`src/rtl/move_input_conditioner_pkg.sv`:
```
// Shared constants, FSM states and helpers for the move input conditioner.
// Imported by the debounce sub-module and the top.
package move_input_conditioner_pkg;

    localparam int DEF_DEBOUNCE_CYCLES      = 250000;
    localparam int DEF_REPEAT_DELAY_CYCLES  = 10000000;
    localparam int DEF_REPEAT_PERIOD_CYCLES = 3750000;

    localparam int CNT_W  = 18;
    localparam int TMR_W  = 24;
    localparam int NUM_SW = 4;

    localparam int DIR_UP    = 0;
    localparam int DIR_DOWN  = 1;
    localparam int DIR_LEFT  = 2;
    localparam int DIR_RIGHT = 3;

    typedef enum logic [1:0] {
        IDLE       = 2'd0,
        HOLD_DELAY = 2'd1,
        REPEAT     = 2'd2
    } state_t;

    // Keeps only the lowest set bit: Up > Down > Left > Right.
    function automatic logic [NUM_SW-1:0] first_set(input logic [NUM_SW-1:0] v);
        return v & (~v + NUM_SW'(1));
    endfunction

endpackage

```
`src/rtl/move_input_conditioner_switch_debounce.sv`:
```
// One switch: 2-FF synchroniser, debounce counter and press-edge pulse.
// Ports: CLK, RST (sync, active-high), raw in, stable level out, rise pulse out.
module move_input_conditioner_switch_debounce
    import move_input_conditioner_pkg::*;
#(
    parameter int DEBOUNCE_CYCLES = DEF_DEBOUNCE_CYCLES
) (
    input  logic CLK,
    input  logic RST,
    input  logic raw,
    output logic stable,
    output logic rise
);

    localparam logic [CNT_W-1:0] CNT_LAST = CNT_W'(DEBOUNCE_CYCLES - 1);

    logic [1:0]       sync_q;
    logic [CNT_W-1:0] cnt_q;

    always_ff @(posedge CLK) begin
        if (RST) begin
            sync_q <= '0;
            cnt_q  <= '0;
            stable <= 1'b0;
            rise   <= 1'b0;
        end else begin
            sync_q <= {sync_q[0], raw};
            rise   <= 1'b0;
            if (sync_q[1] == stable) begin
                cnt_q <= '0;
            end else if (cnt_q == CNT_LAST) begin
                // Accepted level change; rise marks only the press.
                stable <= ~stable;
                rise   <= ~stable;
                cnt_q  <= '0;
            end else begin
                cnt_q <= cnt_q + CNT_W'(1);
            end
        end
    end

endmodule

```
`src/rtl/move_input_conditioner.sv`:
```
// Debounced, prioritised one-cycle move pulses from SW1..SW4 with hold-to-repeat.
// Ports: CLK, RST (sync, active-high), SW1..SW4 raw in, MOVE_* pulses, BTN_STATE.
// Optional: define AUTO_REPEAT_EN to build the HOLD_DELAY/REPEAT FSM and timer.
module move_input_conditioner
    import move_input_conditioner_pkg::*;
#(
    parameter int DEBOUNCE_CYCLES      = DEF_DEBOUNCE_CYCLES,
    parameter int REPEAT_DELAY_CYCLES  = DEF_REPEAT_DELAY_CYCLES,
    parameter int REPEAT_PERIOD_CYCLES = DEF_REPEAT_PERIOD_CYCLES
) (
    input  logic       CLK,
    input  logic       RST,
    input  logic       SW1,
    input  logic       SW2,
    input  logic       SW3,
    input  logic       SW4,
    output logic       MOVE_UP,
    output logic       MOVE_DOWN,
    output logic       MOVE_LEFT,
    output logic       MOVE_RIGHT,
    output logic [3:0] BTN_STATE
);

    if (DEBOUNCE_CYCLES < 2 || DEBOUNCE_CYCLES > (1 << CNT_W) ||
        REPEAT_DELAY_CYCLES < 1 || REPEAT_DELAY_CYCLES > (1 << TMR_W) ||
        REPEAT_PERIOD_CYCLES < 1 || REPEAT_PERIOD_CYCLES > (1 << TMR_W))
    begin : g_bad_cfg
        $error("move_input_conditioner: cycle parameter out of range");
    end

    logic [NUM_SW-1:0] raw;
    logic [NUM_SW-1:0] stable;
    logic [NUM_SW-1:0] rise;
    logic [NUM_SW-1:0] pulse_d;
    logic [NUM_SW-1:0] move_q;

    assign raw = {SW4, SW3, SW2, SW1};

    for (genvar i = 0; i < NUM_SW; i++) begin : g_sw
        move_input_conditioner_switch_debounce #(
            .DEBOUNCE_CYCLES(DEBOUNCE_CYCLES)
        ) u_db (
            .CLK   (CLK),
            .RST   (RST),
            .raw   (raw[i]),
            .stable(stable[i]),
            .rise  (rise[i])
        );
    end

`ifdef AUTO_REPEAT_EN
    localparam logic [TMR_W-1:0] DELAY_LAST  = TMR_W'(REPEAT_DELAY_CYCLES - 1);
    localparam logic [TMR_W-1:0] PERIOD_LAST = TMR_W'(REPEAT_PERIOD_CYCLES - 1);

    state_t            state_q, state_d;
    logic [NUM_SW-1:0] owner_q, owner_d;
    logic [TMR_W-1:0]  timer_q, timer_d;
    logic              held;

    // Owner is one-hot, so it doubles as the repeat pulse pattern.
    assign held = |(stable & owner_q);

    always_comb begin
        state_d = state_q;
        owner_d = owner_q;
        timer_d = timer_q;
        pulse_d = '0;
        if (|rise) begin
            // A fresh press wins over release and same-cycle repeats.
            pulse_d = first_set(rise);
            owner_d = first_set(rise);
            timer_d = '0;
            state_d = HOLD_DELAY;
        end else begin
            unique case (state_q)
                IDLE: begin
                end
                HOLD_DELAY: begin
                    if (!held) begin
                        state_d = IDLE;
                    end else if (timer_q == DELAY_LAST) begin
                        pulse_d = owner_q;
                        timer_d = '0;
                        state_d = REPEAT;
                    end else begin
                        timer_d = timer_q + TMR_W'(1);
                    end
                end
                REPEAT: begin
                    if (!held) begin
                        state_d = IDLE;
                    end else if (timer_q == PERIOD_LAST) begin
                        pulse_d = owner_q;
                        timer_d = '0;
                    end else begin
                        timer_d = timer_q + TMR_W'(1);
                    end
                end
                default: state_d = IDLE;
            endcase
        end
    end

    always_ff @(posedge CLK) begin
        if (RST) begin
            state_q <= IDLE;
            owner_q <= '0;
            timer_q <= '0;
        end else begin
            state_q <= state_d;
            owner_q <= owner_d;
            timer_q <= timer_d;
        end
    end
`else
    always_comb begin
        pulse_d = first_set(rise);
    end
`endif

    always_ff @(posedge CLK) begin
        if (RST) begin
            move_q <= '0;
        end else begin
            move_q <= pulse_d;
        end
    end

    assign MOVE_UP    = move_q[DIR_UP];
    assign MOVE_DOWN  = move_q[DIR_DOWN];
    assign MOVE_LEFT  = move_q[DIR_LEFT];
    assign MOVE_RIGHT = move_q[DIR_RIGHT];
    assign BTN_STATE  = stable;

endmodule
```
`config.mk`:
```
export PLATFORM = sky130hd
export DESIGN_NAME = move_input_conditioner
export DESIGN_NICKNAME = d
export VERILOG_FILES = /design/src/rtl/move_input_conditioner_pkg.sv /design/src/rtl/move_input_conditioner_switch_debounce.sv /design/src/rtl/move_input_conditioner.sv
export SDC_FILE = /design/constraint.sdc
export NUM_CORES = 1
export LEC_CHECK = 0
export BUFFER_PORTS_ARGS = -buffer_cell sky130_fd_sc_hd__buf_2
export CAP_MARGIN = 20
export CORE_MARGIN = 2
export CORE_UTILIZATION = 55
export CTS_BUF_LIST = sky130_fd_sc_hd__clkbuf_8
export CTS_CLUSTER_DIAMETER = 120
export DETAILED_ROUTE_END_ITERATION = 10
export PLACE_DENSITY = 0.72
export SLEW_MARGIN = 20
export SYNTH_ARGS = -nofsm -noshare
export SYNTH_HDL_FRONTEND = slang
export SYNTH_SLANG_ARGS = --single-unit
```
`constraint.sdc`:
```
create_clock -name CLK -period 2.7 [get_ports CLK]
set_input_delay 0.81 -clock CLK [delete_from_list [all_inputs] [get_ports CLK]]
set_output_delay 0.81 -clock CLK [all_outputs]
set_load 0.01 [all_outputs]
```
==> impl_metrics.yaml <==
run_status:
  status: "finished clean"
logic_synthesis:
  synth_warnings: 0
  synth_area_mm2: 0.00393
  dominantRegCellSynth: "dfxtp_1"
  syn_nets: 449
  ys_seq_elements: 92
  yosysSeqAreaShare_pct: 46.8
  synth_edf_count: 0
  syn_avg_cell_area_um2: 8.96
  ys_types: 38
  async_flop_share_pct: 0
  syn_inst: 439
floorplan:
  start_util_pct: 57.3
  design.core.area_mm2: 0.00687
  num_rows: 30
  fp.dieH_um: 88.6
  dieArea_mm2: 0.00784
  die-width_um: 88.6
  num_io_pins: 14
flow_run:
  max-cap-violations: 0
timing:
  final.setup.worst_slack_ps: 703
  setup_tns_ps: 0
  setup_violations: 0
  hold_violations: 0
  drv_slew: 0
  fin_crit_sh_pct: 74.0
  timing.slew.headroom_pct: 67.0
  skew_ps: 7.42
  whs_ps: 442
  tightest_slew_ps: 495
  fmaxAchievable_mhz: 501
  rsz0062_at_grt: "false"
  period_needed_ps: 2000
critical_path:
  critical_path_class: "register to register"
  cp-startpoint: "g_sw[3].u_db.cnt_q[11]"
  endpoint: "g_sw[3].u_db.cnt_q[13]"
  reg2reg_to: "g_sw[3].u_db.cnt_q[13]"
  cp_slowest_stage_delay_ps: 560
  r2r_setup_slack_ps: 700
  crit_fanout: 16
  reg2reg_depth: 4
  end_kind: "register"
  reg2reg_from: "g_sw[3].u_db.cnt_q[11]"
  start_kind: "register"
  cp.required_ps: 2920
  slowest_stage: "or4_1"
  worstPathCellList: "or4_1 > or4_4 > o21ai_4 > nor2_1"
  crit_arrival_ps: 2210
detailed_routing:
  dr.pass1.iters: 4
  ant_nets: 0
  drc: 0
  drt-wirelength-per-cell_um: 12.2
  drt_iter0_drc: 83
  num_vias: 3016
  vias_per_cell: 5.44
  wl_mm: 6.76
clock_network:
  cts.sinks: 92
  clkTransAtPathRegs_ps: 80
  post_cts_buffers: 0
  cts_buffer_depth: 2
  root_buffer: "clkbuf_8"
  ctsHoldBuffers: 0
  cts_tree: "done"
  cts_buffers: 9
  h-tree-depth: 3
  clock_latency_ps: 340
  ctsResizeCount: 0
global_route:
  antenna_found_initial: 0
  grt_pass1_wl_mm: 11.7
  grt_max_degree: 29
  first_global_vias: 2668
  grt_usage_pct: 18.9
  overflow: 0
placed_design:
  port_buffers: 13
  place.gp.congestion: 0.856
  post-dp-hpwl_mm: 4.64
  pre_cts_slack_ps: 697
finish:
  drive_gt1_share_pct: 9.17
  layout.nets: 463
  diodes: 0
  syn_to_final_growth_pct: 8.65
  final_cell_mix: "92 x dfxtp_1, 59 x nor2_1, 30 x nand3_1, 30 x xnor2_1, 23 x xor2_1"
  final_common_cell: "dfxtp_1"
worst_hold_path:
  hold_class: "register to register"
  hold_start: "g_sw[3].u_db.sync_q[0]"
power_and_ir_drop:
  power_density_mw_per_mm2: 548
  vdd_ir_drop_max_mv: 0.352
  leakagePower_nw: 1.32
==> per-stage QoR <==
step / instance area (um^2) / instances / utilization (%) / power [mW]
after floorplan: 3930 / 439 / - / 1.42
after global placement: 4060 / 538 / 59.1 / 1.43
after detailed placement: 4060 / 538 / 59.1 / 1.43
after CTS: 4270 / 554 / 62.2 / 2.37
after global routing: 4270 / 554 / 62.2 / 2.44
final: 4270 / 554 / 62.2 / 2.34
==> how the worst min path moves through the flow <==
stage / slack (ps) / end / cells past startpoint
detailed placement: 430 / g_sw[3].u_db.sync_q[1] / 1
global route: 460 / g_sw[3].u_db.sync_q[1] / 1
floorplan: 410 / move_q[3] / 1
global placement: 420 / g_sw[2].u_db.sync_q[1] / 1
finish: 440 / g_sw[3].u_db.sync_q[1] / 1
CTS: 450 / g_sw[3].u_db.sync_q[1] / 1
==> cell families after synthesis <==
| kind of cell | share of synthesized area, % |
|---|---|
| compound gates | 6.04 |
| xor+xnor | 11.8 |
| fa+ha+maj | 1.27 |
| buf+inv | 3.47 |
| flops | 46.8 |
| simple gates | 30.6 |
==> registers in the layout (all words and copies together) (netlist names) <==
| signal | count |
|---|---|
| g_sw.u_db.stable | 4 |
| g_sw.u_db.cnt_q | 72 |
| g_sw.u_db.sync_q | 8 |
| move_q | 4 |
| g_sw.u_db.rise | 4 |
==> cells in the mapped netlist, drive strengths merged, types with 5 or more instances <==
cell | number | area (um^2)
a21oi | 19 | 95.1
and3 | 9 | 57.6
and4 | 9 | 78.8
buf | 8 | 65.1
clkbuf | 6 | 22.5
dfxtp | 92 | 1840
inv | 13 | 48.8
nand2 | 19 | 71.3
nand3 | 30 | 150
nand4 | 18 | 113
nor2 | 59 | 221
nor2b | 9 | 56.3
nor3 | 12 | 60.1
nor4 | 14 | 87.6
o21ai | 17 | 96.3
o31ai | 5 | 37.5
or3 | 14 | 87.6
or4 | 9 | 71.3
xnor2 | 30 | 263
xor2 | 23 | 201
==> critical path: cells and delay by family (launching register included) <==
family	cells	cell delay, ps
and+or+nand+nor	3	1110
DFF	1	380
AOI/OAI and AO/OA	1	380
==> layout make-up <==
cell class                      instances  area, um^2
Fill cell                             597        2590
Multi-Input combinational cell        320        1960
Sequential cell                        92        1840
Clock buffer                           12         165
Tap cell                               96         120
Timing Repair Buffer                   17        95.1
Inverter                               13        48.8
Clock inverter                          4        47.5
==> layer usage <==
layer,part of all wire (%),track usage [%],vias to the layer above
li1,-,-,1577
met1,51,24.2,1399
met2,45,29.9,36
met3,3.3,6.90,4
met4,0.81,5.65,0
met5,0,0,-
==> power by group <==
| group | internal [mW] | total, mW | switching, mW |
|---|---|---|---|
| registers | 1.36 | 1.37 | 0.00420 |
| logic | 0.0114 | 0.0308 | 0.0194 |
| clock network | 0.501 | 0.944 | 0.443 |
| total | 1.88 | 2.34 | 0.466 |
Note: power is estimated with default switching activity, not from simulation.
